**config.mk**
```make
export PLATFORM = sky130hd
export DESIGN_NAME = gated_delay_line
export DESIGN_NICKNAME = d
export VERILOG_FILES = /design/src/rtl/gated_delay_line.sv
export SDC_FILE = /design/constraint.sdc
export NUM_CORES = 1
export LEC_CHECK = 0
export CAP_MARGIN = 20
export CORE_MARGIN = 4
export CORE_UTILIZATION = 41
export CTS_CLUSTER_SIZE = 16
export DETAILED_ROUTE_END_ITERATION = 16
export PLACE_DENSITY_LB_ADDON = 0.12
export SYNTH_ARGS = -nofsm -noshare
export SYNTH_HDL_FRONTEND = slang
export SYNTH_SLANG_ARGS = --single-unit
export TNS_END_PERCENT = 50
```
**constraint.sdc**
```tcl
create_clock -name clk -period 3.7 [get_ports clk]
set_input_delay 0.37 -clock clk [delete_from_list [all_inputs] [get_ports clk]]
set_output_delay 0.37 -clock clk [all_outputs]
set_load 0.01 [all_outputs]
```
**src/rtl/gated_delay_line.sv**
```systemverilog
// Enable-gated multi-stage delay line.
// DEPTH stages of WIDTH-bit data, each with a valid flag. The line advances only
// on edges where ena is high. Reset and flush clear every stage, and an occupancy
// count tracks how many stages hold valid entries.
module gated_delay_line #(
  parameter int WIDTH = 8,
  parameter int DEPTH = 4
) (
  input  logic                         clk,
  input  logic                         reset,
  input  logic [WIDTH-1:0]             d,
  input  logic                         d_valid,
  input  logic                         ena,
  input  logic                         flush,
  output logic [WIDTH-1:0]             q,
  output logic                         q_valid,
  output logic [$clog2(DEPTH+1)-1:0]   fill
);

  localparam int FW = $clog2(DEPTH+1);

  logic [WIDTH-1:0] data_p [DEPTH];
  logic [DEPTH-1:0] vld_p;
  logic [FW-1:0]    fill_r;

  // The count moves by at most one per edge: it goes up on an insert, down on a drop,
  // and stays the same when both happen. Because it is driven only by valid flags,
  // unknown data carried with d_valid=0 cannot disturb the count.
  function automatic logic [FW-1:0] fill_step(input logic [FW-1:0] f,
                                              input logic          ins,
                                              input logic          drop);
    logic [FW-1:0] r;
    r = f;
    if (ins && !drop)
      r = f + FW'(1);
    else if (!ins && drop)
      r = f - FW'(1);
    return r;
  endfunction

  // Stage registers. Priority is reset > flush > ena > hold. Data is cleared too,
  // so q reads zero after a clear.
  always_ff @(posedge clk) begin
    if (reset || flush) begin
      for (int i = 0; i < DEPTH; i++)
        data_p[i] <= '0;
      vld_p  <= '0;
      fill_r <= '0;
    end else if (ena) begin
      // stage 0 takes the input; each later stage takes its predecessor; the last entry falls off
      data_p[0] <= d;
      vld_p[0]  <= d_valid;
      for (int i = 1; i < DEPTH; i++) begin
        data_p[i] <= data_p[i-1];
        vld_p[i]  <= vld_p[i-1];
      end
      fill_r <= fill_step(fill_r, d_valid, vld_p[DEPTH-1]);
    end
  end

  // The outputs come straight from the last stage, so there is no path from d to q.
  always_comb begin
    q       = data_p[DEPTH-1];
    q_valid = vld_p[DEPTH-1];
    fill    = fill_r;
  end

endmodule
```
==> results by group, run 1 <==
Global route
  – Grt ovf: 0
  – First-pass GRT wire length: about 3100 µm
  – Number of global-route vias before repair: roughly 750
  – Tot GR Track Use: under 10%
  – Pin count of the biggest net entering global routing: 33
  – Initial antenna violation count: 0

Setup path
  – Crit-path max cell delay: 0.49 ns
  – R2r worst-path depth: 7
  – R2R Setup Slk: approximately 2.1 ns
  – Worst r2r src: vld_p[3]$_SDFFE_PP0P_
  – Crit path from: d_valid
  – CP max-delay cell: clkdlybuf4s50_1
  – Worst-path cell chain: clkdlybuf4s50_1 -> ha_1 -> inv_1 -> fa_1 -> xnor2_1 -> a211oi_1 -> a31o_1
  – WP buf/inv: 2
  – Worst Path Arrival: between 2 and 2.5 ns
  – Critical path startpoint category: input port
  – R2r endpoint: fill[2]$_SDFFE_PP0P_
  – CP top delay family: adder cells
  – Worst EP required: around 3.9 ns
  – Setup CP Type: input port to flip-flop
  – CP Capture Type: flip-flop
  – Crit-path max FO: 2

Clock network
  – Post-CTS Setup Bufs: 0
  – Root buffer cell: clkbuf_8
  – CTS sink count: 39
  – H-tree depth: 2
  – TritonCTS Buffers: 5
  – Clock tree buffer depth: 2
  – Post-CTS sizing: 0
  – CTS Hold Bufs: 0
  – CTS tree: built
  – Worst-path clk slew: 0.07 ns
  – Clk Latency, worst-skew pair: between 0.2 and 0.3 ns

Timing
  – Slew margin rel.: between 70 and 80%
  – RSZ-0062 raised after global routing: no
  – Final Hold Vio Count: 0
  – Max-slew violations: 0
  – Slew @ Worst Pin: 0.443 ns
  – Fmax: about 550 MHz
  – Setup violators final: 0
  – Tcrit/Tclk final: between 40% and 50%
  – Max Clock Skew: 0.00420 ns
  – Aggregate negative setup slack: 0 ns
  – Post-layout min period: around 1.8 ns

Power
  – Power after layout: approximately 0.81 mW
  – VDD IR-drop max: 0.000209 V
  – Pwr Density: around 430 nW/µm²
  – Leak pwr: roughly 0.74 nW

Placed design
  – DP Area: 1810 µm²
  – Port Buffers: 24
  – Placer congestion estimate: 0.634
  – HPWL after detailed placement: between 1000 and 1500 µm

Route
  – Vias post-DR: 768
  – DRC viols: 0
  – DRT iter0 DRCs: 29
  – DRT antenna net count: 0
  – Total wire length: between 1500 and 2000 µm
  – Routed WL per cell: about 10 µm
  – Vias per cell: between 4 and 5
  – Drt pass-1 iters: 4

Hold path
  – Worst Hold Class: flip-flop to flip-flop
  – Worst hold stages: 2
  – Hold Crit Start: vld_p[1]$_SDFFE_PP0P_
  – Worst hold endpoint: vld_p[2]$_SDFFE_PP0P_

Final layout
  – Antenna diodes: 0
  – Share of cells above drive strength 1: 6.15%
  – Area grow syn2layout: 21.7%
  – Design Area, Final: 1890 µm²
  – Number of fill cells in the layout: between 300 and 400
  – Most frequent cells in the layout: and2_1, edfxtp_1, clkdlybuf4s50_1, nor2_1, dfxtp_1
  – Fin nets: between 100 and 150

Die
  – Initial core utilization: between 40% and 50%
  – Die area: ~4800 µm²
  – # IOs: 25
  – Die Ht: approximately 70 µm
  – Num rows: 22
  – Die Wd: ~70 µm
  – Core Region: ~3700 µm²

Logic synthesis
  – Register area share after synthesis: between 70% and 80%
  – Most common flop cell mapped by yosys: edfxtp_1
  – Cell area after synthesis: roughly 1600 µm²
  – Post-synth EDFFs: 32
  – Synth warn: 0
  – Mapped Avg Cell Area: around 15 µm²
  – Async SR Flop Fraction: 0%
  – Post-Synthesis Cells: ~100
  – Yosys reg bits: 39
  – Mapped Nets: about 120
  – Cell variety after synth: 18

Flow run
  – Max_cap viols: 0

Run status
  – Outcome: finished, final reports clean
-- final cells by class --
type                    count  area [µm²]  share of cell area, %
clock buffers               7        76.3                   4.04
flip-flops and latches     39        1100                   58.3
well taps                  48        60.1                   3.18
multi-input cells          54         383                   20.3
repair buffers             25         248                   13.1
inverters                   4        15.0                  0.795
clock inverters             1        5.00                  0.265
-- worst min-delay path, delay by kind of cell (launching register included) --
kind	cells	cell delay (ns)
flops	1	0.33
simple gates	1	0.08
mux	1	0.07
-- cells by family (layout without fill, tap and decap cells) --
family,Yosys count,in the layout,share of synthesized area [%]
AOI/OAI and AO/OA,2,2,1.05
and+or+nand+nor,43,43,17.2
adders and majority gates,2,2,2.10
xor gates and xnor gates,2,2,1.13
buffers and inverters,9,37,4.35
DFF,39,39,71.0
muxes,5,5,3.23
-- worst max-delay path by stage --
stage / slack (ns) / cells after the start / endpoint
floorplan: 2.00 / 2 / data_p[0][0]$_SDFFCE_PN0P_
global placement: 1.66 / 7 / fill[2]$_SDFFE_PP0P_
detailed placement: 1.57 / 7 / fill[2]$_SDFFE_PP0P_
CTS: 1.88 / 7 / fill[2]$_SDFFE_PP0P_
global route: 1.81 / 7 / fill[2]$_SDFFE_PP0P_
finish: 1.88 / 7 / fill[2]$_SDFFE_PP0P_
-- synthesized netlist by cell type (2+ instances only) --
library cell  instances  share of area (%)
and2_1               32                 13
edfxtp_1             32                 62
dfxtp_1               7                9.0
nor2_1                7                1.7
mux2i_1               5                3.2
buf_6                 4                2.9
inv_1                 3               0.73
xnor2_1               2                1.1
-- state kept, by name, summed over array words and instances, names as in the netlist --
signal  count
data_p     32
vld_p       4
fill        3
-- routing by layer --
layer | part of all wire, % | up-vias | track usage [%]
li1 | - | 395 | -
met1 | 40 | 344 | 9.10
met2 | 50 | 25 | 13.1
met3 | 8.7 | 4 | 4.78
met4 | 1.2 | 0 | 5.21
met5 | 0 | - | 0
-- stage by stage --
step	setup slack, ns	util [%]	std cells	hold WS [ns]
finish	1.88	51.6	178	0.504
floorplan	2.00	-	102	0.460
global placement	1.66	49.4	170	0.474
CTS	1.88	51.6	178	0.509
detailed placement	1.57	49.4	170	0.492
global route	1.81	51.6	178	0.531
-- power by group --
group | switching, mW | internal, mW | leakage (nW)
clock | 0.133 | 0.132 | 0.0422
sequential | 0.00436 | 0.492 | 0.428
combinational | 0.0219 | 0.0278 | 0.274
No activity file was read; power rests on OpenSTA's default activity.
==> run 2: changes to the inputs <==
==> constraint.sdc (replaced) <==
create_clock -name clk -period 1.46 [get_ports clk]
set_input_delay 0.146 -clock clk [delete_from_list [all_inputs] [get_ports clk]]
set_output_delay 0.146 -clock clk [all_outputs]
set_load 0.01 [all_outputs]
==> results by group, run 2 (synthesis gave the netlist of run 1 again) <==
Route
  – Drt pass-1 iters: 4 (unchanged)
  – Routed WL per cell: 9.65 µm (was 10.4 µm)
  – Vias per cell: 4.35 (was 4.31)
  – Total wire length: 1750 µm (was 1850 µm)
  – DRT antenna net count: 0 (unchanged)
  – DRT iter0 DRCs: 48 (was 29)
  – DRC viols: 0 (unchanged)
  – Vias post-DR: 787 (was 768)

Setup path
  – Crit path from: vld_p[3]$_SDFFE_PP0P_ (was d_valid)
  – Worst r2r src: vld_p[3]$_SDFFE_PP0P_ (unchanged)
  – CP Capture Type: flip-flop (unchanged)
  – Crit-path max FO: 3 (was 2)
  – R2R Setup Slk: -0.02 ns (was 2.09 ns)
  – Worst EP required: 1.64 ns (was 3.88 ns)
  – Worst setup path end: fill[2]$_SDFFE_PP0P_ (unchanged)
  – R2r worst-path depth: 7 (unchanged)
  – Worst Path Arrival: 1.66 ns (was 2.01 ns)
  – Setup CP Type: flip-flop to flip-flop (was input port to flip-flop)
  – Critical path startpoint category: flip-flop (was input port)
  – R2r endpoint: fill[2]$_SDFFE_PP0P_ (unchanged)

Placed design
  – HPWL after detailed placement: 1160 µm (was 1200 µm)
  – Port Buffers: 24 (unchanged)
  – Pre-CTS WS: -0.357 ns (was 1.57 ns)
  – DP Cell Count: 173 (was 170)
  – Placer congestion estimate: 0.665 (was 0.634)

Final layout
  – Fin nets: 147 (was 144)
  – Final core occ: 52.9% (was 51.6%)
  – Non-Filler Instances: 181 (was 178)
  – Area grow syn2layout: 24.9% (was 21.7%)
  – Most frequent cells in the layout: and2_1, edfxtp_1, clkdlybuf4s50_1, nor2_1, dfxtp_1 (unchanged)
  – Max reg flops: 32 (unchanged)
  – Share of cells above drive strength 1: 12.0% (was 6.15%)
  – Reg with most FFs: data_p (unchanged)
  – Number of fill cells in the layout: 319 (was 321)
  – Register Area: 1100 µm² (about the same)
  – Multi-input gate area: 397 µm² (was 383 µm²)
  – Antenna diodes: 0 (unchanged)

Die
  – Core Region: 3660 µm² (unchanged)
  – Num rows: 22 (unchanged)
  – Initial core utilization: 42.4% (unchanged)
  – Die Ht: 69.5 µm (unchanged)
  – # IOs: 25 (unchanged)
  – Die Wd: 69.5 µm (unchanged)
  – Die area: 4830 µm² (unchanged)

Global route
  – Grt ovf: 0 (unchanged)
  – Pin count of the biggest net entering global routing: 33 (unchanged)
  – Tot GR Track Use: 8.10% (was 8.55%)
  – First-pass GRT wire length: 3010 µm (was 3130 µm)
  – Number of global-route vias before repair: 709 (was 749)
  – Initial antenna violation count: 0 (unchanged)

Flow run
  – Max_cap viols: 0 (unchanged)

Timing
  – Fmax: approximately 670 MHz
  – Slew @ Worst Pin: 0.297 ns (was 0.443 ns)
  – PnR worst setup slack: -0.0235 ns (was 1.88 ns)
  – RSZ-0062 raised after global routing: yes (was no)
  – Max-slew violations: 0 (unchanged)
  – Slew margin rel.: 80.2% (was 70.4%)
  – Final Hold Vio Count: 0 (unchanged)
  – Max Clock Skew: 0.00516 ns (was 0.00420 ns)
  – Post-layout min period: around 1.5 ns
  – Setup violators final: 1 (was 0)
  – Tcrit/Tclk final: 102%
  – Aggregate negative setup slack: -0.0235 ns (was 0 ns)

Run status
  – Outcome: complete, but fails checks (was finished, final reports clean)
  – Failing checks: negative setup slack

Power
  – Int Power: 1.66 mW (was 0.651 mW)
  – Gate power share: 6.7% (was 6.1%)
  – Leak pwr: 0.767 nW (was 0.744 nW)
  – Psw: 0.397 mW (was 0.160 mW)
  – VDD IR-drop max: 0.000527 V (was 0.000209 V)
  – Switching Share: 19.3% (was 19.7%)
  – Reg power frac: 61.1% (about the same)
  – Clk pwr share: 32.2% (was 32.7%)
  – Power after layout: 2.06 mW (was 0.811 mW)
  – Pwr Density: 1060 nW/µm² (was 430 nW/µm²)

Clock network
  – CTS tree: built (unchanged)
  – Worst-path clk slew: 0.07 ns (about the same)
  – TritonCTS Buffers: 5 (unchanged)
  – Post-CTS Setup Bufs: 0 (unchanged)
  – H-tree depth: 2 (unchanged)
  – Clk Latency, worst-skew pair: 0.28 ns (about the same)
  – Clock tree buffer depth: 2 (unchanged)
  – CTS sink count: 39 (unchanged)
  – Root buffer cell: clkbuf_8 (unchanged)

Hold path
  – Worst Hold Class: flip-flop to flip-flop (unchanged)
==> run 2: cell types whose count changed in the layout (fill, tap and decap cells not counted), sizes merged <==
cell,previous run,this run
buf,1,4
==> run 2: worst min path at each step <==
stage,from,endpoint,slack (ns),depth (start not counted)
6_report,vld_p[2]$_SDFFE_PP0P_,vld_p[3]$_SDFFE_PP0P_,0.50,2
5_1_grt,d[6],data_p[0][6]$_SDFFCE_PN0P_,0.51,2
4_1_cts,vld_p[2]$_SDFFE_PP0P_,vld_p[3]$_SDFFE_PP0P_,0.50,2
3_5_place_dp,vld_p[2]$_SDFFE_PP0P_,vld_p[3]$_SDFFE_PP0P_,0.48,2
3_3_place_gp,vld_p[2]$_SDFFE_PP0P_,vld_p[3]$_SDFFE_PP0P_,0.47,2
2_1_floorplan,d_valid,vld_p[0]$_SDFFE_PP0P_,0.29,2
==> run 2: per-layer routing <==
| layer | track usage [%] | share of wire, % | vias up |
|---|---|---|---|
| met5 | 0 | 0 | - |
| met4 | 5.21 | 2.7 | 0 |
| met3 | 4.20 | 7.7 | 6 |
| met2 | 12.1 | 47 | 23 |
| met1 | 9.03 | 43 | 355 |
| li1 | - | - | 403 |
==> run 2: timing repair <==
action | CTS | global route
resized for setup | 1 | 0
setup endpoints to repair | 1 | 1
hold buffers | 0 | 0
==> run 2: critical path, cell delays in order (launching register included) <==
cell      delay [ns]
dfxtp_2         0.33
inv_1           0.05
ha_2            0.16
inv_1           0.05
fa_2            0.35
xnor2_2         0.16
a211oi_1        0.09
a31o_1          0.19
==> run 2: metrics by stage <==
step / hold slack, ns / area [µm²]
global placement: 0.472 / 1850
global route: 0.508 / 1940
finish: 0.495 / 1940
detailed placement: 0.483 / 1850
floorplan: 0.293 / 1560
CTS: 0.499 / 1940
==> run 2: cell type report <==
| type | count | share of cell area [%] |
|---|---|---|
| Tap cell | 48 | 3.10 |
| Clock inverter | 1 | 0.258 |
| Sequential cell | 39 | 56.9 |
| Multi-Input combinational cell | 54 | 20.5 |
| Clock buffer | 7 | 3.94 |
| Timing Repair Buffer | 28 | 14.6 |
| Inverter | 4 | 0.775 |
==> run 2: power groups by stage <==
stage / clock network [mW] / logic (mW) / registers (mW)
floorplan: 0 / 0.0663 / 1.29
global placement: 0 / 0.134 / 1.28
detailed placement: 0 / 0.138 / 1.28
CTS: 0.692 / 0.140 / 1.26
global route: 0.736 / 0.150 / 1.26
finish: 0.663 / 0.138 / 1.26
